--- src/rtl/ram_arbiter_pkg.sv ---
// ram_arbiter_pkg
// Shared definitions for the RAM arbiter slice: default RAM geometry,
// the numeric identity of each requester port, and the layout of the
// read-tracking tag that follows every launched command down the
// return pipeline.
// No ports (package).
package ram_arbiter_pkg;

  localparam int ADDR_W_DEFAULT = 15;
  localparam int DATA_W_DEFAULT = 8;

  // Port 0 is the instruction fetch front-end, port 1 the load/store unit.
  localparam logic PORT_FETCH = 1'b0;
  localparam logic PORT_DATA  = 1'b1;

  // One tag per launched command: rd marks a read that expects return
  // data, port records which requester owns that data.
  typedef struct packed {
    logic rd;
    logic port;
  } tag_t;

  localparam tag_t TAG_IDLE = '{rd: 1'b0, port: PORT_FETCH};

endpackage

--- src/rtl/ram_arbiter_rr_arb2.sv ---
// rr_arb2
// Two-way grant logic with a one-bit priority pointer. In round-robin
// mode the port that was not granted most recently wins a contention;
// in fixed mode port 0 always wins. Grants are combinational so a
// requester can be accepted in the same cycle it asks.
// Ports:
//   clk, rst    : clock, asynchronous active-high reset
//   req0, req1  : request from port 0 / port 1
//   gnt0, gnt1  : one-hot-or-zero grant, only asserted with its request
module rr_arb2
  import ram_arbiter_pkg::*;
#(
  parameter int FIXED_PRIO = 0
) (
  input  logic clk,
  input  logic rst,
  input  logic req0,
  input  logic req1,
  output logic gnt0,
  output logic gnt1
);

  logic prio;

  // Resolve the grant. A sole requester always wins; with both asking,
  // the pointer (or port 0 in fixed mode) breaks the tie.
  always_comb begin
    gnt0 = 1'b0;
    gnt1 = 1'b0;
    if (FIXED_PRIO != 0) begin
      gnt0 = req0;
      gnt1 = req1 & ~req0;
    end else if (req0 && req1) begin
      gnt0 = (prio == PORT_FETCH);
      gnt1 = (prio == PORT_DATA);
    end else begin
      gnt0 = req0;
      gnt1 = req1;
    end
  end

  // The pointer names the port that wins the next contention. It only
  // moves when somebody is granted, and then points at the other port.
  // Reset leaves port 0 holding the first contention.
  always_ff @(posedge clk or posedge rst) begin
    if (rst) begin
      prio <= PORT_FETCH;
    end else if (gnt0) begin
      prio <= PORT_DATA;
    end else if (gnt1) begin
      prio <= PORT_FETCH;
    end
  end

endmodule

--- src/rtl/ram_arbiter.sv ---
// ram_arbiter
// Shares one single-port synchronous RAM between the fetch port (0) and
// the load/store port (1). One access is accepted per cycle; the winning
// port's command is registered onto the RAM pins, and a two-stage tag
// pipeline follows reads so that the returned byte is steered back to
// its owner with a single-cycle rvalid pulse three cycles after grant.
// Ports:
//   clk, rst                      : clock, asynchronous active-high reset
//   req0/we0/addr0/wdata0         : port 0 request, write flag, address, data
//   gnt0, rvalid0                 : port 0 accept (comb), read valid (reg)
//   req1/we1/addr1/wdata1         : port 1 equivalents
//   gnt1, rvalid1                 : port 1 accept (comb), read valid (reg)
//   rdata                         : shared registered read data
//   ram_address/ram_datain        : registered RAM address / write data
//   ram_we/ram_re                 : registered RAM write / read strobes
//   ram_dataout                   : RAM read data, valid one cycle after re
module ram_arbiter
  import ram_arbiter_pkg::*;
#(
  parameter int ADDR_W     = ADDR_W_DEFAULT,
  parameter int DATA_W     = DATA_W_DEFAULT,
  parameter int FIXED_PRIO = 0
) (
  input  logic              clk,
  input  logic              rst,
  input  logic              req0,
  input  logic              we0,
  input  logic [ADDR_W-1:0] addr0,
  input  logic [DATA_W-1:0] wdata0,
  output logic              gnt0,
  output logic              rvalid0,
  input  logic              req1,
  input  logic              we1,
  input  logic [ADDR_W-1:0] addr1,
  input  logic [DATA_W-1:0] wdata1,
  output logic              gnt1,
  output logic              rvalid1,
  output logic [DATA_W-1:0] rdata,
  output logic [ADDR_W-1:0] ram_address,
  output logic [DATA_W-1:0] ram_datain,
  output logic              ram_we,
  output logic              ram_re,
  input  logic [DATA_W-1:0] ram_dataout
);

  logic              grant;
  logic              sel_we;
  logic [ADDR_W-1:0] sel_addr;
  logic [DATA_W-1:0] sel_wdata;
  tag_t              next_tag;
  tag_t              stage1;
  tag_t              stage2;

  rr_arb2 #(
    .FIXED_PRIO (FIXED_PRIO)
  ) u_arb (
    .clk  (clk),
    .rst  (rst),
    .req0 (req0),
    .req1 (req1),
    .gnt0 (gnt0),
    .gnt1 (gnt1)
  );

  // Pick the command fields of whichever port won. When nobody is
  // granted the selection is don't-care because nothing is launched,
  // and the tag going into the pipeline is idle.
  always_comb begin
    grant     = gnt0 | gnt1;
    sel_we    = gnt1 ? we1    : we0;
    sel_addr  = gnt1 ? addr1  : addr0;
    sel_wdata = gnt1 ? wdata1 : wdata0;
    next_tag  = TAG_IDLE;
    if (grant) begin
      next_tag = '{rd: ~sel_we, port: (gnt1 ? PORT_DATA : PORT_FETCH)};
    end
  end

  // Launch the granted access onto the RAM pins. Strobes are single-cycle
  // and drop back to zero on idle cycles, while address and write data
  // simply hold so the RAM inputs do not toggle needlessly.
  always_ff @(posedge clk or posedge rst) begin
    if (rst) begin
      ram_address <= '0;
      ram_datain  <= '0;
      ram_we      <= 1'b0;
      ram_re      <= 1'b0;
    end else begin
      ram_we <= 1'b0;
      ram_re <= 1'b0;
      if (grant) begin
        ram_address <= sel_addr;
        ram_datain  <= sel_wdata;
        ram_we      <= sel_we;
        ram_re      <= ~sel_we;
      end
    end
  end

  // Tag pipeline. Stage 1 lines up with the cycle the command sits on the
  // RAM pins, stage 2 with the cycle the RAM drives its read data. Reset
  // empties both so that no stale read is ever answered.
  always_ff @(posedge clk or posedge rst) begin
    if (rst) begin
      stage1 <= TAG_IDLE;
      stage2 <= TAG_IDLE;
    end else begin
      stage1 <= next_tag;
      stage2 <= stage1;
    end
  end

  // Capture the RAM output for a tracked read and pulse the owner's
  // rvalid for one cycle. rdata is only loaded by a real read, so it keeps
  // the last returned value between responses.
  always_ff @(posedge clk or posedge rst) begin
    if (rst) begin
      rdata   <= '0;
      rvalid0 <= 1'b0;
      rvalid1 <= 1'b0;
    end else begin
      rvalid0 <= stage2.rd & (stage2.port == PORT_FETCH);
      rvalid1 <= stage2.rd & (stage2.port == PORT_DATA);
      if (stage2.rd) begin
        rdata <= ram_dataout;
      end
    end
  end

endmodule

--- config.mk ---
export PLATFORM = sky130hd
export DESIGN_NAME = ram_arbiter
export DESIGN_NICKNAME = d
export VERILOG_FILES = /design/src/rtl/ram_arbiter_pkg.sv /design/src/rtl/ram_arbiter_rr_arb2.sv /design/src/rtl/ram_arbiter.sv
export SDC_FILE = /design/constraint.sdc
export NUM_CORES = 1
export LEC_CHECK = 0
export ABC_AREA = 0
export CELL_PAD_IN_SITES_DETAIL_PLACEMENT = 1
export CELL_PAD_IN_SITES_GLOBAL_PLACEMENT = 1
export CORE_AREA = 2 2 79 81
export CTS_CLUSTER_DIAMETER = 30
export CTS_CLUSTER_SIZE = 12
export DETAILED_ROUTE_END_ITERATION = 8
export DIE_AREA = 0 0 81 83
export PLACE_DENSITY_LB_ADDON = 0.1
export SLEW_MARGIN = 20
export SYNTH_ARGS = -nofsm -noshare
export SYNTH_HDL_FRONTEND = slang
export SYNTH_SLANG_ARGS = --single-unit
--- constraint.sdc ---
create_clock -name clk -period 1.7 [get_ports clk]
set_input_delay 0.425 -clock clk [delete_from_list [all_inputs] [get_ports clk]]
set_output_delay 0.425 -clock clk [all_outputs]
set_load 0.01 [all_outputs]
* Yosys cells after proc, flatten, opt, wreduce, memory -nomap -nowiden
Cells that the tools add are included.
Storage, ports and cells: logic and storage cells 31, bits in registers 40
Cells by class: mux-type cells 11, reduce and logical (&&, ||, !) cells 2, bitwise gates (word level) 6
Operators with widths (number):
- two-way mux 15 bit | 1
- two-way mux 1 bit | 8
- two-way mux 8 bit | 1
- NOT 1 bit | 3
- bitwise AND 1 bit | 2
- two-way mux 2 bit | 1
- nonzero test 2 bit | 1
- logical AND 1 bit | 1
- bitwise OR 1 bit | 1

* Logic depth before layout (Yosys ltp)
depth in word-level cells 5, mapped depth 4

* Cells and area by module
From an unflattened synthesis, not the netlist that was laid out.
Second synthesis, totals: cell total of the unflattened synthesis 141, area, all modules 1660.3 um^2
Modules (own cells, without submodules):
- ram_arbiter | instances 1, area an instance 1604.0 um^2, cells an instance 134
- rr_arb2 | instances 1, area an instance 56.3 um^2, cells an instance 7

* Worst setup path after synthesis
No wires, ideal clock.
kind input to output, start in req0, end out gnt1, required time 1.275 ns, data arrival time 0.789 ns, slack 0.486 ns, stages on the path 3, path buffers 0, cells stage by stage inv_2 > o21ai_4 > inv_1
On the way: longest elaborated chain between the ends 2
Ends and longest elaborated chain:
- from (decl) | line ram_arbiter.sv:26 | input logic req0,
- logical AND 1 bit | line ram_arbiter_rr_arb2.sv:33 | end else if (req0 && req1) begin
- two-way mux 1 bit | line ram_arbiter_rr_arb2.sv:33
- to (decl) | line ram_arbiter.sv:36 | output logic gnt1,
Every way passes these cells.

* Final worst setup path
start reg ram_datain[0], end out ram_datain[0]
RTL lines:
- from (decl) | line ram_arbiter.sv:40 | output logic [DATA_W-1:0] ram_datain,
- from (signal assigned) | line ram_arbiter.sv:93 | ram_datain <= sel_wdata;
No word-level cell between the ends.

==> qor.yml <==
clock_latency_ns: 0.29
grtUsageTotal_pct: 15.7
remaining_drc_errors: 0
vias_per_cell: 4.80
shortest_period_the_worst_path_allows_ns: 1.64
tritoncts.num_buffers: 5
fin_ws_ns: 0.0606
min_path_type: "flip-flop to flip-flop"
hpwlAfterDp_um: 3690
part_of_the_power_in_combinational_logic_pct: 27.1
postSynthNetCount: 176
report.final.slew_viol_count: 0
r2r-end: "ram_address[6]$_DFFE_PP0P_"
grt_antenna_before_repair: 0
worstSetupPathType: "flip-flop to primary output"
cts.clk_slew.worst_paths_ns: 0.08
leakage_dissipation_uw: 0.00113
nets: 280
cts-root-to-sink-buffers: 2
rows: 28
finalCoreUtilization_pct: 48.2
clock_tree_from_tritoncts: "done"
hold_start: "stage1[0]$_DFF_PP0_"
sequential_to_total_area_share_from_yosys_stat_pct: 60.5
clock_sink_count: 39
grt_setup_unrepaired: "false"
critical_path_required_ns: 1.27
clockPowerShare_pct: 29.9
detailedRoute.firstPassIterationCount: 4
depth_of_the_cts_h_tree: 2
synth.lib_cells_used.distinct: 19
setup.worst_path.end_class: "primary output"
fmaxAchievable_ghz: 0.610
synth.cell_area_um2: 1610
initial_utilization_pct: 27.8
sequentialPowerShare_pct: 43.0
cts_hold_buf: 0
flow.area_growth_from_synthesis_pct: 73.6
hold-path-endpoint: "stage2[0]$_DFF_PP0_"
crit_buf_inv: 1
chipWidth_um: 81
grt_max_degree: 40
postSynthAreaPerCell_um2: 13.9
startpoint_type: "flip-flop"
num_io_pins: 97
switching_power_uw: 652
internal_power_uw: 1940
antenna_violating_nets_remaining: 0
worst-r2r-cell-count: 4
grt_remaining_overflow: 0
detail_route.wirelength_um: 5060
synth_register_bits: 39
hold_path_depth: 0
cp_max_fo: 2
power_density_nw_per_um2: 925
place.port_buffers: 96
cap_viol_max_count: 0
run_status: "finished, final reports clean"
die_y_um: 83
delay_of_the_slowest_cell_on_the_worst_path_ns: 0.55
wl_per_cell_um: 17.1
grt_pass1_wl_um: 8100
synth.yosys.warnings: 0
worst-endpoint-arrival_ns: 1.21
sw_frac_of_total_pct: 25.2
antennaDiodeCount: 0
setup_viol_count_final: 0
stdcell_area_um2: 2800
post_synth_inst_count: 116
fin_crit_sh_pct: 96.4
place_area_um2: 2690
drt_first_iter_violations: 37
place_congestion: 0.677
actual_slew_at_the_worst_max_slew_pin_ns: 0.359
register_to_register_path_setup_slack_ns: 0.43
finalClockSkew_ns: 0.00509
core_area_um2: 5820
vias: 1420
ir_worst_vdd_v: 0.000342
crit_path_cell_trace: "clkdlybuf4s50_1"
dpl_worst_slack_ns: -0.493
cp_top_family: "buffers and inverters"
clock-root-buffer: "clkbuf_8"
number_of_global_route_vias_before_repair: 1602
fraction_of_layout_instances_using_a_drive_strength_above_1_pct: 25.8
slew_headroom_pct: 76.0
final_hold_viol_count: 0
die_area_um2: 6720
critical_path.reg2reg.startpoint: "u_arb.prio$_DFFE_PP0P_"
slowest_stage: "clkdlybuf4s50_1"
[metrics by stage]
step	setup TNS [ns]	cells	total power [uW]	hold WS (ns)
final	0	296	2590	0.353
after detailed placement	-4.99	287	1850	0.336
after global placement	-2.91	287	1820	0.333
after CTS	0	296	2640	0.355
after global routing	0	296	2730	0.363
after floorplan	0	116	1390	0.331
[placed cells by master (no fill, tap or decap), drive strengths merged, types with 2 or more instances in the layout]
master and n:
or3 23, clkinv 3, clkdlybuf4s15 2, clkbuf 7, inv 5, mux2 8, clkdlybuf4s50 92, buf 10
o221a 23, dfrtp 39, nand2 2
[worst max-delay path by stage]
stage | start | to | slack, ns | depth (start not counted)
final | ram_datain[0]$_DFFE_PP0P_ | ram_datain[0] | 0.06 | 1
after global routing | ram_datain[0]$_DFFE_PP0P_ | ram_datain[0] | 0.01 | 1
after CTS | req1 | gnt0 | 0.02 | 5
after detailed placement | req0 | gnt1 | -0.49 | 5
after global placement | req0 | gnt1 | -0.44 | 5
after floorplan | rst | ram_address[0]$_DFFE_PP0P_ | 0.39 | 1
[layer usage]
layer / up-vias / part of all wire, % / global-route usage [%]
met1: 709 / 40 / 18.5
met3: 7 / 6.4 / 4.46
met5: - / 0 / 0
li1: 651 / - / -
met4: 0 / 1.2 / 4.31
met2: 53 / 52 / 27.5
[final cells by class]
class                           instances  area [um2]
Timing Repair Buffer                  106        1040
Clock inverter                          3        43.8
Clock buffer                            5        68.8
Multi-Input combinational cell         62         558
Tap cell                               75        93.8
Inverter                                6        22.5
Fill cell                             639        3010
Sequential cell                        39         976
[cell usage after synthesis]
cell type / n / area share (%)
inv_2: 1 / 0.23
dfrtp_1: 39 / 60
buf_6: 2 / 1.4
clkbuf_1: 4 / 0.93
nand2_1: 1 / 0.23
buf_4: 2 / 0.93
nand2_2: 1 / 0.39
nor2b_1: 1 / 0.39
o221a_2: 23 / 16
inv_1: 5 / 1.2
a21boi_0: 1 / 0.47
or3_1: 20 / 7.8
and2_1: 1 / 0.39
o21ai_4: 1 / 1.0
o22ai_1: 1 / 0.39
a22o_1: 1 / 0.54
buf_2: 1 / 0.31
mux2_2: 8 / 5.6
or3_2: 3 / 1.4
[state kept, by name, summed over array words and instances (netlist names)]
register	flops
ram_address	15
ram_datain	8
rdata	8
stage2	2
ram_re	1
ram_we	1
rvalid0	1
rvalid1	1
stage1	1
u_arb.prio	1
[logic make-up (layout without fill, tap and decap cells)]
logic type | count (synthesis) | in the layout | synth area share (%)
muxes | 8 | 8 | 5.58
and+or+nand+nor | 27 | 27 | 10.5
AOI/OAI and AO/OA | 27 | 27 | 18.5
buffers and inverters | 15 | 120 | 4.96
DFF | 39 | 39 | 60.5
[what timing repair did]
item,4_1_cts,5_1_grt
endpoints found under the setup margin,2,2
endpoints found under the hold margin,0,0
setup buffers,1,0
gates resized for setup,7,3
[power by group through the flow]
stage | Sequential (uW) | Combinational [uW] | Clock (uW)
after CTS | 1120 | 717 | 805
after global placement | 1130 | 693 | 0
after detailed placement | 1140 | 710 | 0
final | 1110 | 702 | 774
after floorplan | 1180 | 218 | 0
after global routing | 1130 | 754 | 840
No activity file was read; power rests on OpenSTA's default activity.
==> RTL edit (same flow settings) <==
`ADDR_W_DEFAULT`: 15 -> 14.
--- a/src/rtl/ram_arbiter_pkg.sv
+++ b/src/rtl/ram_arbiter_pkg.sv
@@ -6,7 +6,7 @@
 // No ports (package).
 package ram_arbiter_pkg;
 
-  localparam int ADDR_W_DEFAULT = 15;
+  localparam int ADDR_W_DEFAULT = 14;
   localparam int DATA_W_DEFAULT = 8;
 
   // Port 0 is the instruction fetch front-end, port 1 the load/store unit.
Interface: changed (resized addr0, addr1 and ram_address); port bits go from 97 to 94. The function was not compared with the original's and may differ.
==> RTL edit against the unedited design <==
Sequential cell count shrank 1. Power is 4.2% higher. Largest cell class unchanged. Hold slack hardly changed. Final area is 2.1% lower. Setup slack better by 0.00061 ns. Combinational power decreased by 4.7%. Area after synthesis shrank 2.7%. Routed wire length shrank 5.5%.
==> RTL edit: results (changes against the unedited design) <==
Pwr
  • Pleak: 0.00110 µW (-2.1%)
  • VDD IR-drop max: 497 µV (+45%)

Synthesis
  • Multiplexer area fraction after synthesis: 5.74% (+0.16 points)
  • Cells taking the most area after synthesis: dfrtp_1 (61%), o221a_2 (15%), or3_1 (8.0%)
  • Sequential fraction of the synthesis area: 60.6% (+0.093 points)
  • Warning count from the yosys run: 0 (unchanged)
  • Synth Area per Inst: 13.9 µm² (-0.13%)
  • XOR/XNOR Fraction of Synth Area: 0% (unchanged)
  • Most frequent cells after synthesis: dfrtp_1 (38), o221a_2 (21), or3_1 (20)
  • Synth unique cells: 20 (+1)
  • Synth Area in Adders: 0% (unchanged)
  • Synth Net Count: 171 (-2.8%)
  • Top FF cell, synth: dfrtp_1
  • Ys async rst share: 100% (unchanged)
  • Compound-Gate Fraction of Synth Area: 18.2% (-0.20 points)

GRT
  • First-pass GRT wire length: 7.68 mm (-5.2%)
  • Initial antenna violation count: 0 (unchanged)
  • Largest net degree at the start of global routing: 39 (-2.5%)
  • Tot GR Track Use: 14.9% (-0.87 points)
  • Number of global-route vias before repair: 1483 (-7.4%)

Setup path
  • Critical Path AT: 1.21 ns (about the same)
  • CP Max Fanout: 4 (+2)

CTS
  • Setup bufs post-CTS: 0 (-1)
  • Clock transition at the registers of the reported paths: 0.08 ns (about the same)
  • TritonCTS buffer count: 5 (unchanged)
  • H-tree levels: 2 (unchanged)
  • CTS root buf: clkbuf_8

Min path
  • HP Class: reg -> reg

Finish
  • Max reg flops: 14 (-1)
  • # fillers: 639 (unchanged)
  • Largest regs: ram_address (14), ram_datain (8), rdata (8)
  • Nets: 269 (-3.9%)
  • Layout cell share with drive strength beyond 1: 24.5% (-1.3 points)

Routing
  • Initial drt markers: 60 (+62%)
  • Final WL: 4.78 mm (-5.5%)
  • Via count: 1324 (-6.8%)
  • Vias per cell: 4.61 (-3.8%)
  • Routed Antenna Nets: 0 (unchanged)
  • Drt first pass iters: 4 (unchanged)

Placement
  • Post-DP Area: 2600 µm² (-3.3%)
  • Global placement routability congestion: 0.698 (+3.1%)
  • # placed instances: 279 (-2.8%)
  • # port buffers: 93 (-3.1%)
  • Half-perimeter wire length after placement: 3.50 mm (-5.4%)

Outcome
  • Status: completed

Timing
  • Worst Skew: 0.00681 ns (+0.00173 ns)
  • Slew headroom: 76.0% (about the same)
## RTL edit: cell types whose count changed after synthesis, sizes merged
| cell | unedited run | this run |
|---|---|---|
| dfrtp | 39 | 38 |
| o221a | 23 | 22 |
| or3 | 23 | 22 |
## RTL edit: final cells by class
class / instances / area, µm² / area share [%]
timing repair buffer: 100 / 991 / 36.1
sequential: 38 / 951 / 34.7
multi-input combinational: 60 / 542 / 19.8
tap: 75 / 93.8 / 3.42
clock buffer: 6 / 82.6 / 3.01
clock inverter: 2 / 60.1 / 2.19
inverter: 6 / 22.5 / 0.821
## RTL edit: path summary, 6_finish.rpt
| kind | slack (ns) | start | cells after the start | endpoint |
|---|---|---|---|---|
| max | 0.06 | req0 | 5 | gnt1 |
| min | 0.35 | stage1[0] | 0 | stage2[0] |
| max reg2reg | 0.46 | u_arb.prio | 4 | ram_address[0] |
| min reg2reg | 0.35 | stage1[0] | 0 | stage2[0] |
| max in group asynchronous | 1.01 | rst | 3 | ram_datain[4] |
| min in group asynchronous | 0.49 | rst | 3 | ram_address[10] |
## RTL edit: layer usage
metal	up-vias	share of wire [%]	track usage (%)
li1	624	-	-
met1	650	41	17.7
met2	48	52	26.4
met3	2	6.6	4.13
met4	0	0.52	2.77
met5	-	0	0
## RTL edit: logic make-up after synthesis
kind of cell,after synthesis
flops,38
simple gates,26
mux,8
buf+inv,15
compound gates,26
## RTL edit: metrics by stage
stage | setup TNS (ns) | utilization, % | power (µW) | hold WS, ns | setup slack, ns
CTS | 0 | 47.2 | 2730 | 0.357 | 0.0146
global route | 0 | 47.2 | 2840 | 0.374 | 0.0138
floorplan | 0 | - | 1360 | 0.331 | 0.414
global placement | -2.61 | 44.8 | 1770 | 0.332 | -0.439
finish | 0 | 47.2 | 2700 | 0.352 | 0.0612
detailed placement | -4.47 | 44.8 | 1790 | 0.336 | -0.491
## RTL edit: worst max-delay path, cell delays in order
cell and delay [ns]:
clkdlybuf4s15_2 0.23, inv_2 0.07, o21ai_4 0.15, inv_1 0.07, dlygate4sd2_1 0.28
## RTL edit: timing repair
action,4_1_cts,5_1_grt
resized for setup,7,3
gates cloned,0,0
setup endpoints to repair,2,1
## RTL edit: power by group
part           switching, µW  total, µW  leakage, µW  internal (µW)
registers               69.2       1090     0.000438           1020
logic                    236        669     0.000591            433
clock network            313        939    0.0000714            626
total                    618       2700      0.00110           2080
